$ cat config.mk
export PLATFORM = sky130hd
export DESIGN_NAME = min_max_comparator_bank_flat
export DESIGN_NICKNAME = d
export VERILOG_FILES = /design/src/rtl/min_max_comparator_bank_if.sv /design/src/rtl/min_max_comparator_bank.sv /design/src/flat_wrapper.sv
export SDC_FILE = /design/constraint.sdc
export NUM_CORES = 1
export LEC_CHECK = 0
export BUFFER_PORTS_ARGS = -buffer_cell sky130_fd_sc_hd__buf_2
export CAP_MARGIN = 20
export CELL_PAD_IN_SITES_DETAIL_PLACEMENT = 1
export CELL_PAD_IN_SITES_GLOBAL_PLACEMENT = 2
export CORE_AREA = 2 2 180 315
export CTS_CLUSTER_SIZE = 40
export DETAILED_ROUTE_END_ITERATION = 12
export DIE_AREA = 0 0 182 317
export GPL_TIMING_DRIVEN = 0
export HOLD_SLACK_MARGIN = 0.06
export PLACE_DENSITY_LB_ADDON = 0.1
export SYNTH_ARGS = -nofsm -noshare
export SYNTH_HDL_FRONTEND = slang
export SYNTH_SLANG_ARGS = --single-unit
$ cat constraint.sdc
create_clock -name clk -period 25.7 [get_ports clk]
set_input_delay 5.14 -clock clk [delete_from_list [all_inputs] [get_ports clk]]
set_output_delay 5.14 -clock clk [all_outputs]
set_load 0.01 [all_outputs]
$ cat src/rtl/min_max_comparator_bank_if.sv
// Purpose    : bus bundle for min_max_comparator_bank (config port, vector input, results, hit counters).
// Latency    : n/a (wires only).
// Backpressure: none; the bank accepts one vector per cycle and results carry no ready.
// Ports (master = GC driver side, slave = comparator bank side):
//   cfg_we/cfg_addr/cfg_sel/cfg_wdata : channel register write port
//   in_valid/ivar                     : iteration vector, dim d at ivar[d*W +: W]
//   out_valid/c_out/match_all         : registered per-channel conditions and their AND
//   cnt_clr/hit_cnt                   : hit counter clear and values (active only with MINMAX_HIT_COUNT_EN)
interface min_max_comparator_bank_if #(
  parameter int ITERATION_VARIABLE_WIDTH = 16,
  parameter int NUM_DIMS                 = 3,
  parameter int NUM_CH                   = 8,
  parameter int CH_AW                    = 3,
  parameter int CNT_WIDTH                = 16
);
  logic                                         cfg_we;
  logic [CH_AW-1:0]                             cfg_addr;
  logic [1:0]                                   cfg_sel;
  logic [ITERATION_VARIABLE_WIDTH-1:0]          cfg_wdata;
  logic                                         in_valid;
  logic [NUM_DIMS*ITERATION_VARIABLE_WIDTH-1:0] ivar;
  logic                                         out_valid;
  logic [NUM_CH-1:0]                            c_out;
  logic                                         match_all;
  logic                                         cnt_clr;
  logic [NUM_CH*CNT_WIDTH-1:0]                  hit_cnt;

  modport master (
    output cfg_we, cfg_addr, cfg_sel, cfg_wdata,
    output in_valid, ivar,
    output cnt_clr,
    input  out_valid, c_out, match_all,
    input  hit_cnt
  );

  modport slave (
    input  cfg_we, cfg_addr, cfg_sel, cfg_wdata,
    input  in_valid, ivar,
    input  cnt_clr,
    output out_valid, c_out, match_all,
    output hit_cnt
  );
endinterface

$ cat src/rtl/min_max_comparator_bank.sv
// Purpose    : bank of NUM_CH signed range comparators, each with programmable min/max, dim select and mode.
// Latency    : 2 cycles, in_valid launched at edge N gives out_valid with results after edge N+2; 1 vector/cycle.
// Backpressure: none; every valid vector is accepted and its result is presented exactly once.
// Ports:
//   clk, rst : clock and asynchronous active-high reset (clears config, pipeline valids, counters)
//   bus      : min_max_comparator_bank_if.slave (config write, vector in, c_out/match_all out, hit counters)
// Optional feature: define MINMAX_HIT_COUNT_EN to build saturating per-channel hit counters;
// without it hit_cnt is tied to zero and cnt_clr is ignored.
module min_max_comparator_bank #(
  parameter int ITERATION_VARIABLE_WIDTH = 16,
  parameter int NUM_DIMS                 = 3,
  parameter int NUM_CH                   = 8,
  parameter int CH_AW                    = 3,
  parameter int DIM_AW                   = 2,
  parameter int CNT_WIDTH                = 16
) (
  input  logic                          clk,
  input  logic                          rst,
  min_max_comparator_bank_if.slave      bus
);

  localparam int W = ITERATION_VARIABLE_WIDTH;

  typedef enum logic [1:0] {
    MODE_INSIDE  = 2'd0,
    MODE_OUTSIDE = 2'd1,
    MODE_BYPASS  = 2'd2,
    MODE_OFF     = 2'd3
  } mode_e;

  typedef enum logic [1:0] {
    FIELD_MIN  = 2'd0,
    FIELD_MAX  = 2'd1,
    FIELD_CTRL = 2'd2,
    FIELD_RSVD = 2'd3
  } field_e;

  field_e cfg_field;
  assign cfg_field = field_e'(bus.cfg_sel);

  // Combinational per-channel result for the vector currently on the input,
  // evaluated against the configuration registers as they stand this cycle.
  logic [NUM_CH-1:0] hit;

  // Stage 1 and stage 2 pipeline state.
  logic              v1_q;
  logic [NUM_CH-1:0] hit_q;
  logic              out_valid_q;
  logic [NUM_CH-1:0] c_out_q;
  logic              match_all_q;

  for (genvar c = 0; c < NUM_CH; c++) begin : g_ch
    logic signed [W-1:0] min_q;
    logic signed [W-1:0] max_q;
    logic [DIM_AW-1:0]   dim_q;
    mode_e               mode_q;
    logic                wr_this;
    logic signed [W-1:0] v;
    logic                hit_c;

    // Exact address match only: addresses at or above NUM_CH match no channel,
    // so out-of-range writes fall on the floor without aliasing.
    assign wr_this = bus.cfg_we && (bus.cfg_addr == CH_AW'(c));

    always_ff @(posedge clk or posedge rst) begin
      if (rst) begin
        min_q  <= '0;
        max_q  <= '0;
        dim_q  <= '0;
        mode_q <= MODE_BYPASS;
      end else if (wr_this) begin
        case (cfg_field)
          FIELD_MIN:  min_q <= bus.cfg_wdata;
          FIELD_MAX:  max_q <= bus.cfg_wdata;
          FIELD_CTRL: begin
            mode_q <= mode_e'(bus.cfg_wdata[1:0]);
            dim_q  <= bus.cfg_wdata[DIM_AW+1:2];
          end
          default: ;
        endcase
      end
    end

    // Dimension mux; any dim_sel without a matching dimension falls back to dim 0.
    always_comb begin
      v = bus.ivar[0 +: W];
      for (int d = 1; d < NUM_DIMS; d++) begin
        if (dim_q == DIM_AW'(d)) begin
          v = bus.ivar[d*W +: W];
        end
      end
    end

    // With min > max the inside window is empty and the outside window covers
    // everything, which falls out of these expressions without special-casing.
    always_comb begin
      hit_c = 1'b0;
      case (mode_q)
        MODE_INSIDE:  hit_c = (v >= min_q) && (v <= max_q);
        MODE_OUTSIDE: hit_c = (v < min_q) || (v > max_q);
        MODE_BYPASS:  hit_c = 1'b1;
        MODE_OFF:     hit_c = 1'b0;
        default:      hit_c = 1'b0;
      endcase
    end

    assign hit[c] = hit_c;

`ifdef MINMAX_HIT_COUNT_EN
    logic [CNT_WIDTH-1:0] cnt_q;

    // Counts on the same edge that stage 2 loads this channel's result.
    // Clear wins over a coincident increment; the counter sticks at all ones.
    always_ff @(posedge clk or posedge rst) begin
      if (rst) begin
        cnt_q <= '0;
      end else if (bus.cnt_clr) begin
        cnt_q <= '0;
      end else if (v1_q && hit_q[c] && (cnt_q != {CNT_WIDTH{1'b1}})) begin
        cnt_q <= cnt_q + CNT_WIDTH'(1);
      end
    end

    assign bus.hit_cnt[c*CNT_WIDTH +: CNT_WIDTH] = cnt_q;
`endif
  end

`ifndef MINMAX_HIT_COUNT_EN
  logic unused_cnt_clr;
  assign unused_cnt_clr = bus.cnt_clr;
  assign bus.hit_cnt    = '0;
`endif

  // Stage 1: capture the comparison results of an accepted vector.
  // hit_q only loads on valid cycles so idle cycles cost no toggling.
  always_ff @(posedge clk or posedge rst) begin
    if (rst) begin
      v1_q  <= 1'b0;
      hit_q <= '1;
    end else begin
      v1_q <= bus.in_valid;
      if (bus.in_valid) begin
        hit_q <= hit;
      end
    end
  end

  // Stage 2: present results. c_out/match_all hold the last valid result
  // between vectors; reset values match an all-bypass configuration.
  always_ff @(posedge clk or posedge rst) begin
    if (rst) begin
      out_valid_q <= 1'b0;
      c_out_q     <= '1;
      match_all_q <= 1'b1;
    end else begin
      out_valid_q <= v1_q;
      if (v1_q) begin
        c_out_q     <= hit_q;
        match_all_q <= &hit_q;
      end
    end
  end

  assign bus.out_valid = out_valid_q;
  assign bus.c_out     = c_out_q;
  assign bus.match_all = match_all_q;

endmodule

$ cat src/flat_wrapper.sv
// flat-port wrapper written by rule: the top's interface ports become plain ports
module min_max_comparator_bank_flat 
#(
  parameter int ITERATION_VARIABLE_WIDTH = 16,
  parameter int NUM_DIMS                 = 3,
  parameter int NUM_CH                   = 8,
  parameter int CH_AW                    = 3,
  parameter int DIM_AW                   = 2,
  parameter int CNT_WIDTH                = 16
)
  (clk, rst, bus_cfg_we, bus_cfg_addr, bus_cfg_sel, bus_cfg_wdata, bus_in_valid, bus_ivar, bus_cnt_clr, bus_out_valid, bus_c_out, bus_match_all, bus_hit_cnt);
  min_max_comparator_bank_if #(.ITERATION_VARIABLE_WIDTH(ITERATION_VARIABLE_WIDTH), .NUM_DIMS(NUM_DIMS), .NUM_CH(NUM_CH), .CH_AW(CH_AW), .CNT_WIDTH(CNT_WIDTH)) bus_i ();
  input  logic clk;
  input  logic rst;
  input wire logic [$bits(bus_i.cfg_we)-1:0] bus_cfg_we;
  input wire logic [$bits(bus_i.cfg_addr)-1:0] bus_cfg_addr;
  input wire logic [$bits(bus_i.cfg_sel)-1:0] bus_cfg_sel;
  input wire logic [$bits(bus_i.cfg_wdata)-1:0] bus_cfg_wdata;
  input wire logic [$bits(bus_i.in_valid)-1:0] bus_in_valid;
  input wire logic [$bits(bus_i.ivar)-1:0] bus_ivar;
  input wire logic [$bits(bus_i.cnt_clr)-1:0] bus_cnt_clr;
  output wire logic [$bits(bus_i.out_valid)-1:0] bus_out_valid;
  output wire logic [$bits(bus_i.c_out)-1:0] bus_c_out;
  output wire logic [$bits(bus_i.match_all)-1:0] bus_match_all;
  output wire logic [$bits(bus_i.hit_cnt)-1:0] bus_hit_cnt;
  assign bus_i.cfg_we = bus_cfg_we;
  assign bus_i.cfg_addr = bus_cfg_addr;
  assign bus_i.cfg_sel = bus_cfg_sel;
  assign bus_i.cfg_wdata = bus_cfg_wdata;
  assign bus_i.in_valid = bus_in_valid;
  assign bus_i.ivar = bus_ivar;
  assign bus_i.cnt_clr = bus_cnt_clr;
  assign bus_out_valid = bus_i.out_valid;
  assign bus_c_out = bus_i.c_out;
  assign bus_match_all = bus_i.match_all;
  assign bus_hit_cnt = bus_i.hit_cnt;
  min_max_comparator_bank #(.ITERATION_VARIABLE_WIDTH(ITERATION_VARIABLE_WIDTH), .NUM_DIMS(NUM_DIMS), .NUM_CH(NUM_CH), .CH_AW(CH_AW), .DIM_AW(DIM_AW), .CNT_WIDTH(CNT_WIDTH)) u_core (.clk(clk), .rst(rst), .bus(bus_i));
endmodule
==> flow_summary_export.csv, run 1 <==
group,metric,value,unit
final_layout,area_growth,13.20,%
worst_setup_path,crit_family,"compound AO/OA/AOI/OAI gates",
clocking,numCtsBuffers,36,
worst_setup_path,cp.depth,13,
drt,drtAntennaViolNets,0,
place,dpl_worst_slack,16.76,ns
global_route,grt_pass1_vias,20736,
final_layout,nets,3036,
place,place_inst,3364,
power_and_ir_drop,power_density,83.93,mW/mm2
synth,synthTopCellsByArea,"dfrtp_1 32%, ha_1 14%, mux2_2 9.0%, buf_4 4.3%, inv_1 4.2%",
die,fp.dieH,317,um
timing,fin_crit_sh,32.58,%
worst_setup_path,required,26.20,ns
outcome,status,"finished clean",
clocking,cts_hold_buf,0,
synth,synth_top_flop_cell,"dfrtp_1",
timing,fin_ws,17.33,ns
die,dieArea,0.05769,mm2
place,hpwl,67480,um
synth,synthCells,2484,
clocking,cts_tree,"yes",
power_and_ir_drop,p_leak,11.98,nW
synth,yosysTopAreaCellShare,31.50,%
synth,yosysWarnings,0,
final_layout,fillerInstances,6495,
die,num_rows,114,
die,die_w,182,um
final_layout,mostFrequentLayoutCells,"282 x dfrtp_1, 256 x ha_1, 248 x inv_1, 197 x nand2_1, 180 x mux2_2",
final_layout,multi_input_area,0.01263,mm2
worst_setup_path,worstRegToRegCells,13,
drt,wl_per_cell,25.66,um
final_layout,seq_area,0.007714,mm2
timing,slew_headroom,24.88,%
drt,drc,0,
drt,vias_per_cell,5.633,
final_layout,stdcell_area,0.02536,mm2
place,placed_cell_area,0.02415,mm2
clocking,cts_setup_buffers,0,
timing,finalHoldViolations,0,
worst_setup_path,end_kind,"flip-flop",
clocking,cts-resized-gates,0,
die,initial_utilization,40.68,%
global_route,antenna_found_initial,1,
drt,vias,19310,
synth,yosysTopAreaCell,"dfrtp_1",
timing,grt_setup_unrepaired,"false",
place,gp_congestion,0.9049,
worst_setup_path,worst_setup_path_start_kind,"input port",
die,core,0.05506,mm2
flow_run,maxCapViolCount,0,
final_layout,final_common_cell,"dfrtp_1",
timing,setup_tns,0,ns
die,pin_count,212,
timing,fmax,119.4,MHz
clocking,clk_pin_slew,0.06,ns
synth,synth_cell_types,70,
clocking,clk_latency,0.56,ns
timing,hold_slack,0.3867,ns
synth,synth_seq_area_share,34.44,%
clocking,cts_buffer_depth,3,
worst_setup_path,critPathMaxFanout,10,
hold_path,hold-path-cell-count,0,
power_and_ir_drop,vdd_drop_max,0.05778,mV
clocking,clkSinkCount,307,
worst_setup_path,slowest_delay,0.71,ns
timing,tightest_slew,1.127,ns
clocking,h-tree-depth,2,
final_layout,fin_cells,3428,
worst_setup_path,path_cells,"buf_2 -> clkbuf_1 -> mux2i_1 -> a21oi_1 -> ha_1 -> a21oi_1 -> o21a_1 -> nor3_1 -> or4_1 -> mux2_4 -> a21o_1 -> a221oi_2 -> a21o_1",
place,port_buffers,49,
global_route,grt_max_degree,122,
global_route,gr-total-overflow,0,
timing,layout_min_cycle_time,8.374,ns
timing,worst_clock_skew,0.02885,ns
global_route,grt_pass1_wl,129500,um
worst_setup_path,worstPathArrival,8.87,ns
hold_path,hold_class,"flip-flop to flip-flop",
drt,drt-initial-drc-count,980,
clocking,root_buffer,"clkbuf_16",
timing,setup_viol,0,
synth,syn_area,0.02240,mm2
drt,drt_wl_total,87950,um
final_layout,drive_gt1_share,17.39,%
synth,syn_area_per_cell,9.018,um2
final_layout,n_antenna_cell,0,
worst_setup_path,slowest_stage,"clkbuf_1",
synth,synth-async-reset-ratio,100.0,%
drt,drt_pass1_iterations,5,
global_route,grt_usage,30.62,%
timing,drv_slew,0,
worst_setup_path,worstSetupPathType,"input port to flip-flop",
synth,synth_edf_count,0,
worst_setup_path,path_buf_inv,2,
synth,ys_ff_latch,307,
==> metrics by stage <==
stage	power, W	util, %
2_1_floorplan	0.001287	-
3_3_place_gp	0.001527	43.58
6_report	0.002128	46.05
4_1_cts	0.002138	46.05
5_1_grt	0.002278	46.05
3_5_place_dp	0.001580	43.86
==> worst register-to-register path: stages (launching register included) <==
cell	delay [ns]
dfrtp_1	0.37
clkbuf_1	0.40
buf_1	0.64
mux2i_1	0.27
a21oi_1	0.15
ha_1	0.46
nand4_1	0.27
nor3_1	0.44
a21boi_1	0.34
nor4_1	0.11
mux2i_1	0.16
a21o_1	0.20
a2111oi_0	0.43
nor3_1	0.10
==> report_power, final <==
group,internal (W),leakage (nW),switching (W)
sequential,0.000603,3.68,0.0000551
clock,0.000319,0.598,0.000228
combinational,0.000368,7.69,0.000555
total,0.00129,12.0,0.000838
==> cells in the mapped netlist, drive strengths merged (15+ instances only) <==
cell type,n
dfrtp,282
inv,249
o22ai,51
nand2b,15
nand4,49
a211oi,85
a21o,28
ha,256
nor3,16
nand2,197
a21oi,167
o21ai,156
nand3,18
mux2,183
clkbuf,140
nor2b,95
buf,152
nor2,133
dfstp,25
mux2i,84
==> area by class of cell <==
cell class | instances | area share, %
Timing Repair Buffer | 57 | 1.540
Tap cell | 696 | 3.434
Clock inverter | 11 | 0.5724
Sequential cell | 307 | 30.42
Buffer | 292 | 6.291
Inverter | 250 | 3.730
Multi-Input combinational cell | 1762 | 49.81
Clock buffer | 53 | 4.204
==> logic make-up (layout without fill, tap and decap cells) <==
kind of cell,Yosys count,after routing,share of synthesized area (%)
and+or+nand+nor,556,556,11.86
AOI/OAI and AO/OA,552,552,14.97
buffers and inverters,542,663,11.31
DFF,307,307,34.44
muxes,267,267,12.99
adders and majority gates,256,256,14.30
xor gates and xnor gates,3,3,0.1173
other,1,128,0.01674
==> metal layers <==
| layer | track usage (%) | wire (um) |
|---|---|---|
| met1 | 33.56 | 32360 |
| met2 | 55.79 | 44560 |
| met3 | 3.779 | 4457 |
| met4 | 19.68 | 6564 |
| met5 | 0 | 13 |
==> state kept, by name, summed over array words and instances, names as in the netlist <==
signal,cells
u_core.g_ch.dim_q,16
u_core.bus.c_out,8
u_core.g_ch.max_q,128
u_core.g_ch.mode_q,16
u_core.bus.match_all,1
u_core.v1_q,1
u_core.bus.out_valid,1
u_core.hit_q,8
u_core.g_ch.min_q,128
==> path summary, 6_finish.rpt <==
kind	slack (ns)	endpoint	from
setup / recovery	17.33	u_core.hit_q[3]$_DFFE_PP1P_	bus_ivar[7]
hold / removal	0.39	u_core.bus.out_valid$_DFF_PP0_	u_core.v1_q$_DFF_PP0_
setup reg to reg	21.25	u_core.hit_q[1]$_DFFE_PP1P_	u_core.g_ch[1].dim_q[0]$_DFFE_PP0P_
hold reg to reg	0.39	u_core.bus.out_valid$_DFF_PP0_	u_core.v1_q$_DFF_PP0_
max in group asynchronous	19.81	u_core.g_ch[5].max_q[0]$_DFFE_PP0P_	rst
min in group asynchronous	4.73	u_core.g_ch[2].min_q[5]$_DFFE_PP0P_	rst
Note: power is estimated with default switching activity, not from simulation.
==> run 2, diff against run 1 <==
--- a/config.mk
+++ b/config.mk
@@ -9,10 +9,10 @@
 export CAP_MARGIN = 20
 export CELL_PAD_IN_SITES_DETAIL_PLACEMENT = 1
 export CELL_PAD_IN_SITES_GLOBAL_PLACEMENT = 2
-export CORE_AREA = 2 2 180 315
+export CORE_AREA = 2 2 187 327
 export CTS_CLUSTER_SIZE = 40
 export DETAILED_ROUTE_END_ITERATION = 12
-export DIE_AREA = 0 0 182 317
+export DIE_AREA = 0 0 189 329
 export GPL_TIMING_DRIVEN = 0
 export HOLD_SLACK_MARGIN = 0.06
 export PLACE_DENSITY_LB_ADDON = 0.1
==> constraint.sdc (replaced) <==
create_clock -name clk -period 8.1 [get_ports clk]
set_input_delay 1.62 -clock clk [delete_from_list [all_inputs] [get_ports clk]]
set_output_delay 1.62 -clock clk [all_outputs]
set_load 0.01 [all_outputs]
==> run 2 against run 1 <==
Net effect:
- hold slack lost 0.0051 ns
- largest cell class unchanged
- clock skew fell by 0.014 ns
- count of clock-buffer cells in the layout fell by 3
- highest routed layer is now met4
- clock power rose to 3.2 times the previous value
- critical path depth increased by 1
- combinational power increased to 3.2 times the previous value
- sequential cell count unchanged
- critical endpoint unchanged
- die area increased by 7.8%
- sequential power rose to 3.2 times the previous value
==> flow_summary_export.csv, run 2 (synthesis gave the netlist of run 1 again) <==
group,metric,value,unit
outcome,status,"finished clean",
drt,drc,0,
place,gp_congestion,0.9091,
power_and_ir_drop,power.switching,0.002654,W
die,num_rows,119,
clocking,cts_setup_buffers,0,
drt,vias,19219,
worst_setup_path,end_kind,"flip-flop",
power_and_ir_drop,power_frac_comb,43.3,%
timing,grt_setup_unrepaired,"false",
global_route,antenna_found_initial,1,
drt,vias_per_cell,5.452,
hold_path,min-delay-start,"u_core.v1_q$_DFF_PP0_",
timing,slew_headroom,24.83,%
final_layout,mostFrequentLayoutCells,"282 x dfrtp_1, 256 x ha_1, 248 x inv_1, 197 x nand2_1, 180 x mux2_2",
power_and_ir_drop,vdd_drop_max,0.1642,mV
clocking,numCtsBuffers,36,
drt,wl_per_cell,25.37,um
die,core,0.05971,mm2
final_layout,drive_gt1_share,17.56,%
timing,worst_clock_skew,0.01491,ns
global_route,grt_usage,28.95,%
drt,drtAntennaViolNets,0,
clocking,cts_buffer_depth,3,
timing,fin_crit_sh,62.95,%
power_and_ir_drop,internal-power,0.004113,W
final_layout,fillerInstances,7063,
drt,drt_wl_total,89420,um
timing,setup_viol,0,
clocking,cts_hold_buf,0,
final_layout,nets,3043,
drt,drt-initial-drc-count,912,
global_route,grt_pass1_wl,131700,um
final_layout,multi_input_area,0.01263,mm2
die,dieArea,0.06218,mm2
timing,finalHoldViolations,0,
global_route,grt_pass1_vias,20618,
power_and_ir_drop,p_leak,12.02,nW
worst_setup_path,crit_start,"bus_ivar[14]",
timing,tightest_slew,1.128,ns
drt,drt_pass1_iterations,5,
power_and_ir_drop,switching_share,39.22,%
place,place_inst,3461,
power_and_ir_drop,clockPowerShare,25.9,%
timing,fmax,196.1,MHz
die,initial_utilization,37.52,%
worst_setup_path,required,8.60,ns
clocking,root_buffer,"clkbuf_16",
worst_setup_path,worstSetupPathType,"input port to flip-flop",
worst_setup_path,worst_setup_path_start_kind,"input port",
worst_setup_path,worstPathArrival,5.60,ns
die,pin_count,212,
final_layout,seq_area,0.007714,mm2
worst_setup_path,critPathMaxFanout,10,
final_layout,area_growth,14.22,%
clocking,clkSinkCount,307,
timing,drv_slew,0,
clocking,h-tree-depth,2,
timing,setup_tns,0,ns
die,die_w,189,um
place,port_buffers,49,
final_layout,reg.largest.list,"u_core.g_ch.max_q: 128 flops, u_core.g_ch.min_q: 128 flops",
global_route,gr-total-overflow,0,
hold_path,hold_class,"flip-flop to flip-flop",
final_layout,fin_cells,3525,
final_layout,final_common_cell,"dfrtp_1",
power_and_ir_drop,power_density,264.5,mW/mm2
worst_setup_path,r2r-start,"u_core.g_ch[3].dim_q[0]$_DFFE_PP0P_",
flow_run,maxCapViolCount,0,
power_and_ir_drop,total_power,0.006766,W
clocking,clk_pin_slew,0.07,ns
clocking,cts-resized-gates,0,
timing,layout_min_cycle_time,5.099,ns
clocking,cts_tree,"yes",
final_layout,n_antenna_cell,0,
global_route,grt_max_degree,42,
clocking,clk_latency,0.55,ns
place,hpwl,68910,um
die,fp.dieH,329,um
power_and_ir_drop,power_frac_seq,30.8,%
run 2: cell count changes in the layout (fill, tap and decap cells not counted), moves of 2 or more:
cell / change
clkbuf_8: -5
clkinv_2: +2
buf_16: -2
bufinv_16: +2
clkinvlp_4: +2
buf_12: +8
run 2: per-stage QoR:
stage / util, % / hold slack (ns) / cell area (um2) / setup WS, ns
after global placement: 40.38 / 0.3601 / 24110 / 0.3522
final: 42.85 / 0.3815 / 25590 / 3.001
after CTS: 42.85 / 0.3804 / 25590 / 3.160
after floorplan: - / 0.3519 / 22880 / 2.415
after global routing: 42.85 / 0.3962 / 25590 / 2.987
after detailed placement: 40.83 / 0.3687 / 24380 / 2.593
run 2: per-layer routing:
metal / global-route usage, % / vias up / part of all wire, %
li1: - / 8825 / -
met4: 20.09 / 0 / 8.0
met2: 51.63 / 599 / 50
met1: 32.29 / 9592 / 37
met5: 0 / - / 0
met3: 2.866 / 203 / 4.4
run 2: worst paths after layout:
| check | endpoint | slack, ns | cells past startpoint |
|---|---|---|---|
| setup / recovery | u_core.hit_q[3]$_DFFE_PP1P_ | 3.00 | 14 |
| hold / removal | u_core.bus.out_valid$_DFF_PP0_ | 0.38 | 0 |
| setup reg to reg | u_core.hit_q[3]$_DFFE_PP1P_ | 3.54 | 13 |
| hold reg to reg | u_core.bus.out_valid$_DFF_PP0_ | 0.38 | 0 |
| max in group asynchronous | u_core.bus.c_out[6]$_DFFE_PP1P_ | 5.74 | 5 |
| min in group asynchronous | u_core.g_ch[7].max_q[8]$_DFFE_PP0P_ | 1.12 | 2 |
run 2: critical path: stages:
cell	delay, ns
buf_2	0.17
clkbuf_1	0.65
nor2b_1	0.22
a211oi_1	0.06
a21oi_1	0.55
ha_1	0.25
nand4_1	0.14
or4_1	0.62
a21oi_1	0.20
or4_1	0.17
mux2_4	0.32
a21o_1	0.19
a221oi_2	0.30
a21o_1	0.13
run 2: final cells by class:
type	instances	area share (%)
Clock buffer	50	3.927
Buffer	292	6.240
Multi-Input combinational cell	1762	49.36
Timing Repair Buffer	64	1.995
Inverter	250	3.682
Sequential cell	307	30.15
Tap cell	786	3.844
Clock inverter	14	0.8020
run 2: power by group through the flow:
stage / registers, W / clock network [W] / logic (W)
floorplan: 0.00206 / 0 / 0.00203
global placement: 0.00210 / 0 / 0.00276
detailed placement: 0.00211 / 0 / 0.00291
CTS: 0.00209 / 0.00180 / 0.00294
global route: 0.00213 / 0.00185 / 0.00328
finish: 0.00209 / 0.00175 / 0.00293
==> run 3, diff against run 2 <==
--- a/config.mk
+++ b/config.mk
@@ -9,10 +9,10 @@
 export CAP_MARGIN = 20
 export CELL_PAD_IN_SITES_DETAIL_PLACEMENT = 1
 export CELL_PAD_IN_SITES_GLOBAL_PLACEMENT = 2
-export CORE_AREA = 2 2 187 327
+export CORE_AREA = 2 2 198 345
 export CTS_CLUSTER_SIZE = 40
 export DETAILED_ROUTE_END_ITERATION = 12
-export DIE_AREA = 0 0 189 329
+export DIE_AREA = 0 0 200 347
 export GPL_TIMING_DRIVEN = 0
 export HOLD_SLACK_MARGIN = 0.06
 export PLACE_DENSITY_LB_ADDON = 0.1
==> constraint.sdc (replaced) <==
create_clock -name clk -period 4.5 [get_ports clk]
set_input_delay 0.9 -clock clk [delete_from_list [all_inputs] [get_ports clk]]
set_output_delay 0.9 -clock clk [all_outputs]
set_load 0.01 [all_outputs]
==> run 3 against run 2 <==
Net effect:
- hold slack got worse by 0.011 ns
- global-route usage shrank 2.6 points
- sequential share of layout area shrank 0.14 points
- largest cell class unchanged
- clock power is 73% higher
- power is 78% higher
- wire length up 1.4%
- die area increased by 12%
- utilization fell by 4.2 points
- worst setup slack got worse by 2.9 ns
- first-iteration DRC count is 11% lower
- highest routed layer unchanged
- critical path type unchanged
- critical endpoint unchanged
- count of clock-buffer cells in the layout grew 5
- final cell count increased by 3.0%
==> flow_summary_export.csv, run 3 (synthesis gave the netlist of run 1 again) <==
group,metric,value,unit
outcome,status,"finished clean",
clocking,h-tree-depth,2,
worst_setup_path,crit_start,"bus_ivar[5]",
timing,tightest_slew,1.218,ns
timing,slew_headroom,18.81,%
drt,vias_per_cell,5.253,
final_layout,post-route-util,38.67,%
worst_setup_path,slowest_stage,"clkbuf_1",
final_layout,area_growth,14.73,%
final_layout,final_common_cell,"dfrtp_1",
die,fp.dieH,347,um
worst_setup_path,worstRegToRegCells,13,
global_route,antenna_found_initial,0,
power_and_ir_drop,switching_share,39.90,%
final_layout,nets,3042,
clocking,clkSinkCount,307,
clocking,cts_hold_buf,0,
drt,wl_met2,45450,um
die,num_rows,125,
worst_setup_path,worstSetupPathType,"input port to flip-flop",
clocking,clk_latency,0.57,ns
die,dieArea,0.06940,mm2
drt,top_layer_used,"met4",
timing,layout_min_cycle_time,4.371,ns
die,initial_utilization,33.70,%
drt,dr_wl_met3,3781,um
hold_path,min_to,"u_core.bus.out_valid$_DFF_PP0_",
hold_path,hold_class,"flip-flop to flip-flop",
final_layout,mostFrequentLayoutCells,"282 x dfrtp_1, 256 x ha_1, 248 x inv_1, 197 x nand2_1, 180 x mux2_2",
power_and_ir_drop,total_power,0.01207,W
hold_path,hold-path-cell-count,0,
clocking,cts_tree,"yes",
global_route,gr-total-overflow,0,
final_layout,drive_gt1_share,17.88,%
worst_setup_path,required,5.02,ns
clocking,cts_buffer_depth,3,
clocking,root_buffer,"clkbuf_16",
global_route,grt_max_degree,42,
timing,finalHoldViolations,0,
drt,drtAntennaViolNets,0,
final_layout,stdcell_area,0.02570,mm2
flow_run,maxCapViolCount,0,
place,hpwl,71010,um
power_and_ir_drop,p_leak,12.02,nW
place,port_buffers,49,
clocking,numCtsBuffers,36,
drt,wl_met1,34620,um
timing,setup_viol,0,
worst_setup_path,critPathMaxFanout,10,
global_route,grt_usage,26.36,%
place,placed_cell_area,0.02450,mm2
power_and_ir_drop,power_frac_comb,43.9,%
global_route,grt_pass1_wl,131400,um
power_and_ir_drop,clockPowerShare,25.1,%
drt,vias,19063,
power_and_ir_drop,internal-power,0.007253,W
drt,wl_per_cell,24.98,um
worst_setup_path,path_cells,"buf_2 -> clkbuf_1 -> nor2b_1 -> a211oi_1 -> a21oi_1 -> ha_1 -> a21oi_1 -> o21a_1 -> nor3_1 -> or4_1 -> mux2_4 -> a21o_1 -> a221oi_2 -> a21o_1",
worst_setup_path,slowest_delay,0.64,ns
drt,drt_pass1_iterations,5,
power_and_ir_drop,power_density,469.5,mW/mm2
timing,worst_clock_skew,0.01738,ns
worst_setup_path,end_kind,"flip-flop",
timing,grt_setup_unrepaired,"false",
die,core,0.06647,mm2
power_and_ir_drop,power.switching,0.004815,W
global_route,grt_pass1_vias,20505,
power_and_ir_drop,power_frac_seq,31.0,%
hold_path,min-delay-start,"u_core.v1_q$_DFF_PP0_",
clocking,clk_pin_slew,0.06,ns
worst_setup_path,worst_setup_path_start_kind,"input port",
timing,fin_crit_sh,97.14,%
final_layout,n_antenna_cell,0,
clocking,cts_setup_buffers,0,
worst_setup_path,critical_path.reg2reg.endpoint,"u_core.hit_q[3]$_DFFE_PP1P_",
drt,drt-initial-drc-count,810,
place,gp_congestion,0.8799,
die,die_w,200,um
worst_setup_path,r2r-start,"u_core.g_ch[3].dim_q[0]$_DFFE_PP0P_",
drt,drt_wl_total,90670,um
timing,hold_slack,0.3707,ns
worst_setup_path,reg2reg_slack,0.19,ns
power_and_ir_drop,vdd_drop_max,0.3165,mV
worst_setup_path,worstPathArrival,4.89,ns
die,pin_count,212,
timing,fmax,228.8,MHz
drt,drc,0,
timing,drv_slew,0,
final_layout,reg.largest.list,"u_core.g_ch.max_q: 128 flops, u_core.g_ch.min_q: 128 flops",
==> run 3: layout make-up <==
type,count,area [um2]
Clock buffer,55,1105
Multi-Input combinational cell,1762,12640
Sequential cell,307,7714
Timing Repair Buffer,63,508.0
Tap cell,889,1112
Clock inverter,11,81.33
Fill cell,7797,40770
Buffer,292,1603
Inverter,250,942.2
==> run 3: power groups by stage <==
stage / clock (W) / sequential [W] / combinational (W)
2_1_floorplan: 0 / 0.00370 / 0.00365
3_3_place_gp: 0 / 0.00378 / 0.00504
3_5_place_dp: 0 / 0.00380 / 0.00530
4_1_cts: 0.00313 / 0.00375 / 0.00533
5_1_grt: 0.00320 / 0.00382 / 0.00593
6_report: 0.00302 / 0.00375 / 0.00530
==> run 3: worst max path at each step <==
stage / endpoint / slack [ns]
2_1_floorplan: u_core.bus.out_valid$_DFF_PP0_ / -0.46
3_3_place_gp: u_core.g_ch[4].min_q[11]$_DFFE_PP0P_ / -2.78
3_5_place_dp: u_core.hit_q[1]$_DFFE_PP1P_ / -0.46
4_1_cts: u_core.hit_q[1]$_DFFE_PP1P_ / 0.05
5_1_grt: u_core.hit_q[7]$_DFFE_PP1P_ / 0.02
6_report: u_core.hit_q[3]$_DFFE_PP1P_ / 0.13
==> run 3: routing by layer <==
metal | vias to the layer above | GRT usage [%]
met5 | - | 0
met2 | 572 | 46.79
li1 | 8815 | -
met1 | 9480 | 29.37
met4 | 0 | 17.04
met3 | 196 | 3.099
==> run 3: worst max-delay path: cells and delay by family <==
kind                       cells  cell delay (ns)
adders and majority gates      1             0.37
buffers and inverters          2             0.80
muxes                          1             0.34
and+or+nand+nor                3             0.85
AOI/OAI and AO/OA              7             1.63
==> run 3: repair_timing <==
item / CTS / global route
hold endpoints to repair: 0 / 0
cloned: 0 / 0
setup endpoints to repair: 2 / 4
pin swaps: 0 / 0
resized for setup: 2 / 4
==> run 3: stage by stage <==
step,instances,setup WS [ns],TNS (ns)
4_1_cts,3629,0.05443,0
2_1_floorplan,2611,-0.4646,-131.01
5_1_grt,3629,0.01965,0
3_5_place_dp,3563,-0.4571,-0.9570
3_3_place_gp,3549,-2.775,-784.95
6_report,3629,0.1287,0
